$ cat config.mk
export PLATFORM = sky130hd
export DESIGN_NAME = fetch_ctrl
export DESIGN_NICKNAME = d
export VERILOG_FILES = /design/src/rtl/fetch_ctrl.sv
export SDC_FILE = /design/constraint.sdc
export NUM_CORES = 1
export LEC_CHECK = 0
export CORE_UTILIZATION = 40
export CTS_BUF_LIST = sky130_fd_sc_hd__clkbuf_4 sky130_fd_sc_hd__clkbuf_8
export DETAILED_ROUTE_END_ITERATION = 7
export PLACE_DENSITY_LB_ADDON = 0.15
export SYNTH_ARGS = -nofsm -noshare
export SYNTH_HDL_FRONTEND = slang
export SYNTH_SLANG_ARGS = --single-unit
$ cat constraint.sdc
create_clock -name clock -period 2.35 [get_ports clock]
set_clock_uncertainty 0.1 [all_clocks]
set_input_delay 0.47 -clock clock [delete_from_list [all_inputs] [get_ports clock]]
set_output_delay 0.47 -clock clock [all_outputs]
set_load 0.005 [all_outputs]
$ cat src/rtl/fetch_ctrl.sv
// fetch_ctrl: instruction-fetch sequencer.
// Owns the PC, keeps at most one request to instruction memory in flight,
// and fills the IF/ID register. Decode stalls park a returning instruction
// in a one-entry hold buffer. Redirects flush IF/ID and discard stale fetches.
//
// Ports:
//   clock, reset                 core clock (rising edge), async active-low reset
//   imem_req_valid/ready/addr    fetch request handshake
//   imem_resp_valid/data         fetch response, one pulse per accepted request
//   id_valid/id_pc/id_inst       IF/ID pipeline register (registered)
//   id_ready                     decode consumes IF/ID this cycle
//   redirect_valid/redirect_pc   flush and restart fetch at redirect_pc

module fetch_ctrl #(
    parameter int unsigned     XLEN     = 32,
    parameter logic [XLEN-1:0] RESET_PC = '0
) (
    input  logic            clock,
    input  logic            reset,
    output logic            imem_req_valid,
    input  logic            imem_req_ready,
    output logic [XLEN-1:0] imem_req_addr,
    input  logic            imem_resp_valid,
    input  logic [XLEN-1:0] imem_resp_data,
    output logic            id_valid,
    output logic [XLEN-1:0] id_pc,
    output logic [XLEN-1:0] id_inst,
    input  logic            id_ready,
    input  logic            redirect_valid,
    input  logic [XLEN-1:0] redirect_pc
);

    typedef enum logic [2:0] {
        S_IDLE,
        S_REQ,
        S_WAIT,
        S_HOLD,
        S_KILL
    } state_e;

    state_e          state_q, state_d;
    logic [XLEN-1:0] pc_q, pc_d;
    logic [XLEN-1:0] req_pc_q, req_pc_d;
    logic [XLEN-1:0] hold_pc_q, hold_pc_d;
    logic [XLEN-1:0] hold_inst_q, hold_inst_d;
    logic            id_valid_q, id_valid_d;
    logic [XLEN-1:0] id_pc_q, id_pc_d;
    logic [XLEN-1:0] id_inst_q, id_inst_d;
    logic            req_valid_q, req_valid_d;
    logic [XLEN-1:0] req_addr_q, req_addr_d;

    logic            accept;
    logic [XLEN-1:0] redir_target;
    logic            unused_redirect_lsbs;

    assign accept               = req_valid_q && imem_req_ready;
    assign redir_target         = {redirect_pc[XLEN-1:2], 2'b00};
    assign unused_redirect_lsbs = ^redirect_pc[1:0];

    // Next-state, PC, hold buffer and IF/ID update.
    always_comb begin
        state_d     = state_q;
        pc_d        = pc_q;
        req_pc_d    = req_pc_q;
        hold_pc_d   = hold_pc_q;
        hold_inst_d = hold_inst_q;
        id_valid_d  = id_valid_q;
        id_pc_d     = id_pc_q;
        id_inst_d   = id_inst_q;

        // IF/ID drains on consumption unless a load below refills it.
        if (id_valid_q && id_ready) begin
            id_valid_d = 1'b0;
        end

        case (state_q)
            S_IDLE: state_d = S_REQ;
            S_REQ: begin
                if (accept) begin
                    pc_d     = pc_q + XLEN'(4);
                    req_pc_d = pc_q;
                    state_d  = S_WAIT;
                end
            end
            S_WAIT: begin
                if (imem_resp_valid) begin
                    if (!id_valid_q || id_ready) begin
                        id_valid_d = 1'b1;
                        id_pc_d    = req_pc_q;
                        id_inst_d  = imem_resp_data;
                        state_d    = S_REQ;
                    end else begin
                        hold_pc_d   = req_pc_q;
                        hold_inst_d = imem_resp_data;
                        state_d     = S_HOLD;
                    end
                end
            end
            S_HOLD: begin
                if (id_ready) begin
                    id_valid_d = 1'b1;
                    id_pc_d    = hold_pc_q;
                    id_inst_d  = hold_inst_q;
                    state_d    = S_REQ;
                end
            end
            S_KILL: begin
                if (imem_resp_valid) begin
                    state_d = S_REQ;
                end
            end
            default: state_d = S_IDLE;
        endcase

        // Redirect overrides everything; a fetch still in flight must be drained in KILL.
        if (redirect_valid) begin
            pc_d       = redir_target;
            id_valid_d = 1'b0;
            id_pc_d    = id_pc_q;
            id_inst_d  = id_inst_q;
            case (state_q)
                S_REQ:   state_d = accept ? S_KILL : S_REQ;
                S_WAIT:  state_d = imem_resp_valid ? S_REQ : S_KILL;
                S_KILL:  state_d = imem_resp_valid ? S_REQ : S_KILL;
                default: state_d = S_REQ;
            endcase
        end

        req_valid_d = (state_d == S_REQ);
        req_addr_d  = pc_d;
    end

    // State and datapath registers.
    always_ff @(posedge clock or negedge reset) begin
        if (!reset) begin
            state_q     <= S_IDLE;
            pc_q        <= RESET_PC;
            req_pc_q    <= '0;
            hold_pc_q   <= '0;
            hold_inst_q <= '0;
            id_valid_q  <= 1'b0;
            id_pc_q     <= '0;
            id_inst_q   <= '0;
            req_valid_q <= 1'b0;
            req_addr_q  <= RESET_PC;
        end else begin
            state_q     <= state_d;
            pc_q        <= pc_d;
            req_pc_q    <= req_pc_d;
            hold_pc_q   <= hold_pc_d;
            hold_inst_q <= hold_inst_d;
            id_valid_q  <= id_valid_d;
            id_pc_q     <= id_pc_d;
            id_inst_q   <= id_inst_d;
            req_valid_q <= req_valid_d;
            req_addr_q  <= req_addr_d;
        end
    end

    assign imem_req_valid = req_valid_q;
    assign imem_req_addr  = req_addr_q;
    assign id_valid       = id_valid_q;
    assign id_pc          = id_pc_q;
    assign id_inst        = id_inst_q;

endmodule

==> results.cfg <==
[hold_path]
min_path_type = register to register
hp-start = hold_pc_q[13]$_DFFE_PN0P_
hold_end = hold_pc_q[13]$_DFFE_PN0P_
hold_depth = 1

[timing]
rsz0062_at_grt = false
tightest_slew_ns = 0.578
finalCriticalPeriod_ns = 2.29
final-hold-violation-count = 0
final.period_utilization_pct = 97.5
final_max_slew_viol_count = 0
fmax_mhz = 437
slew_headroom_pct = 61.5
finalSetupViolCount = 0

[detailed_routing]
m1WireLength_um = 9050
highest_layer = met4
routed_via_density = 5.15
vias = 6036
ant_nets = 0
dr.pass1.iters = 4
wl_per_cell_um = 16.5
drc_errors = 0
wl_met3_um = 1020
wl_um = 19300
wl_met2_um = 9010
drt_iter0_drc = 238

[setup_path]
reg2reg_depth = 4
startpoint_type = register
reg2reg_slack_ns = 0.06
arrival_ns = 2.56
cp.required_ns = 2.62
crit_path_max_fanout = 8
reg2reg_from = state_q[1]$_DFF_PN0_
end_kind = register
r2r_end = imem_req_addr[28]$_DFFE_PN0P_
crit_type = register to register

[global_routing]
grt_pass1_wl_um = 32100
antenna_found_initial = 0
grt-ovfl-total = 0
grtUsageTotal_pct = 19.2
grt_max_degree = 69
grt_pass1_vias = 6049

[finish]
mostFrequentLayoutCell = dfrtp_1
stdcell_count = 1172
n_antenna_cell = 0
drive_above_1_share_pct = 20.6
finalInstanceArea_mm2 = 0.0110
mostFrequentLayoutCells = dfrtp_1 (189), clkdlybuf4s50_1 (159), mux2_2 (93), nor2_1 (85), mux2i_1 (65)
n_fill_cell = 1740
areaGrowthSynthToFinish_pct = 33.5
finalNetCount = 960

[yosys]
syn_area_per_cell_um2 = 11.7
synth-seq-cells = 189
synth_area_mm2 = 0.00823
ys_top_cells_by_area = dfrtp_1 (57%), mux2_2 (13%), mux2i_1 (7.9%), nor2_1 (3.9%), a21oi_1 (3.8%)
synth.distinct_cells = 39
yosysWarnings = 0
synth_top_area_cell = dfrtp_1
ys_seq_area_share_pct = 57.4
synthArstFlopShare_pct = 100
yosysTopAreaCellShare_pct = 57.4
synth-edff-count = 0
postSynthCellCount = 703
synth_ff_type = dfrtp_1

[cts]
numCtsBuffers = 17
path_clk_slew_ns = 0.10
clockBufferDepth = 2
cts_root_buf = clkbuf_8
post_cts_buffers = 0
clk_latency_ns = 0.45
clock-sinks = 189
ctsHtreeMaxLevel = 4
cts_tree = yes

[die]
start_util_pct = 40.7
die_x_um = 145
placementRows = 52
io_pins = 168
die_h_um = 145
coreArea_mm2 = 0.0202
die_area_mm2 = 0.0212

[place]
placed_cell_area_mm2 = 0.0105
dp_hpwl_um = 13700
finalWeightedCongestion = 0.913
placedCellCount = 1139
io_buffers = 161

[flow_run]
max_cap_viol_count = 0

[power_and_ir_drop]
peakVddDrop_mv = 0.387
p_leak_nw = 5.12
powerDensity_mw_per_mm2 = 994

[run_status]
status = complete, no violations
logic make-up after synthesis:
group / synth area share [%]
other: 0.0455
AND/OR/NAND/NOR: 10.0
flip-flops: 57.4
AO/OA/AOI/OAI: 7.87
adder cells (fa/ha/maj): 0.152
multiplexers: 20.6
buffers and inverters: 2.77
XOR/XNOR: 1.06
power by group:
| part | internal [W] | switching, W |
|---|---|---|
| logic | 0.00221 | 0.00150 |
| registers | 0.00417 | 0.000604 |
| clock network | 0.00131 | 0.00114 |
| total | 0.00769 | 0.00324 |
metrics by stage:
stage | hold WS [ns] | setup WS (ns) | utilization [%] | power, W | TNS (ns)
floorplan | 0.0744 | -0.0345 | - | 0.00640 | -0.154
global placement | 0.385 | -0.581 | 51.9 | 0.00844 | -8.56
detailed placement | 0.391 | -0.663 | 51.9 | 0.00858 | -10.31
CTS | 0.413 | 0.0226 | 54.3 | 0.0111 | 0
global route | 0.423 | 0.0189 | 54.3 | 0.0116 | 0
finish | 0.409 | 0.0593 | 54.3 | 0.0109 | 0
final cells by class:
class / instances / area [um^2] / share of cell area, %
inverter: 7 / 26.3 / 0.239
multi-input combinational: 462 / 3320 / 30.2
clock inverter: 12 / 208 / 1.89
tap: 270 / 338 / 3.07
clock buffer: 20 / 256 / 2.33
sequential: 189 / 4730 / 43.0
timing repair buffer: 212 / 2120 / 19.3
per-layer routing:
layer / global-route usage, % / vias up
met5: 0 / -
met4: 5.89 / 0
met3: 4.23 / 19
met2: 30.2 / 183
met1: 26.6 / 2960
li1: - / 2874
sequential cells by signal (all words and copies together) (netlist names):
name and cells:
hold_pc_q 30, hold_inst_q 32, imem_req_valid 1, state_q 3, imem_req_addr 30, id_valid 1, req_pc_q 30, id_inst 32
id_pc 30
worst max path at each step:
stage | start | endpoint | slack, ns
global placement | imem_req_ready | imem_req_addr[31]$_DFFE_PN0P_ | -0.58
finish | state_q[1]$_DFF_PN0_ | imem_req_addr[28]$_DFFE_PN0P_ | 0.06
global route | state_q[1]$_DFF_PN0_ | imem_req_addr[31]$_DFFE_PN0P_ | 0.02
detailed placement | imem_req_ready | imem_req_addr[28]$_DFFE_PN0P_ | -0.66
CTS | imem_req_ready | imem_req_addr[31]$_DFFE_PN0P_ | 0.02
floorplan | imem_req_ready | imem_req_addr[27]$_DFFE_PN0P_ | -0.03
Yosys cell counts, types with 3 or more instances:
master and n:
buf_2 5, dfrtp_1 189, mux2_2 93, nor2_1 85
a31oi_1 18, o21ai_0 20, nor3_1 4, or3_1 8
buf_1 11, nor2b_1 3, and3_1 4, xnor2_1 9
a21oi_1 63, nand3_1 12, nand4_1 6, o31ai_1 10
nand2_1 24, clkbuf_1 28, mux2i_1 65, nand4b_1 3
inv_1 6, buf_4 4, nor4_1 4, or4_1 14
worst max-delay path, cell delays in order, from the launching register on:
cell,delay [ns]
dfrtp_1,0.43
or3b_4,0.43
or4_4,0.55
or4_1,0.50
a31oi_1,0.20
timing repair:
action,in CTS,in global routing
hold endpoints to repair,63,0
setup endpoints to repair,14,61
hold buffers,1,0
resized for setup,4,3
pin swaps,1,3
No activity file was read; power rests on OpenSTA's default activity.
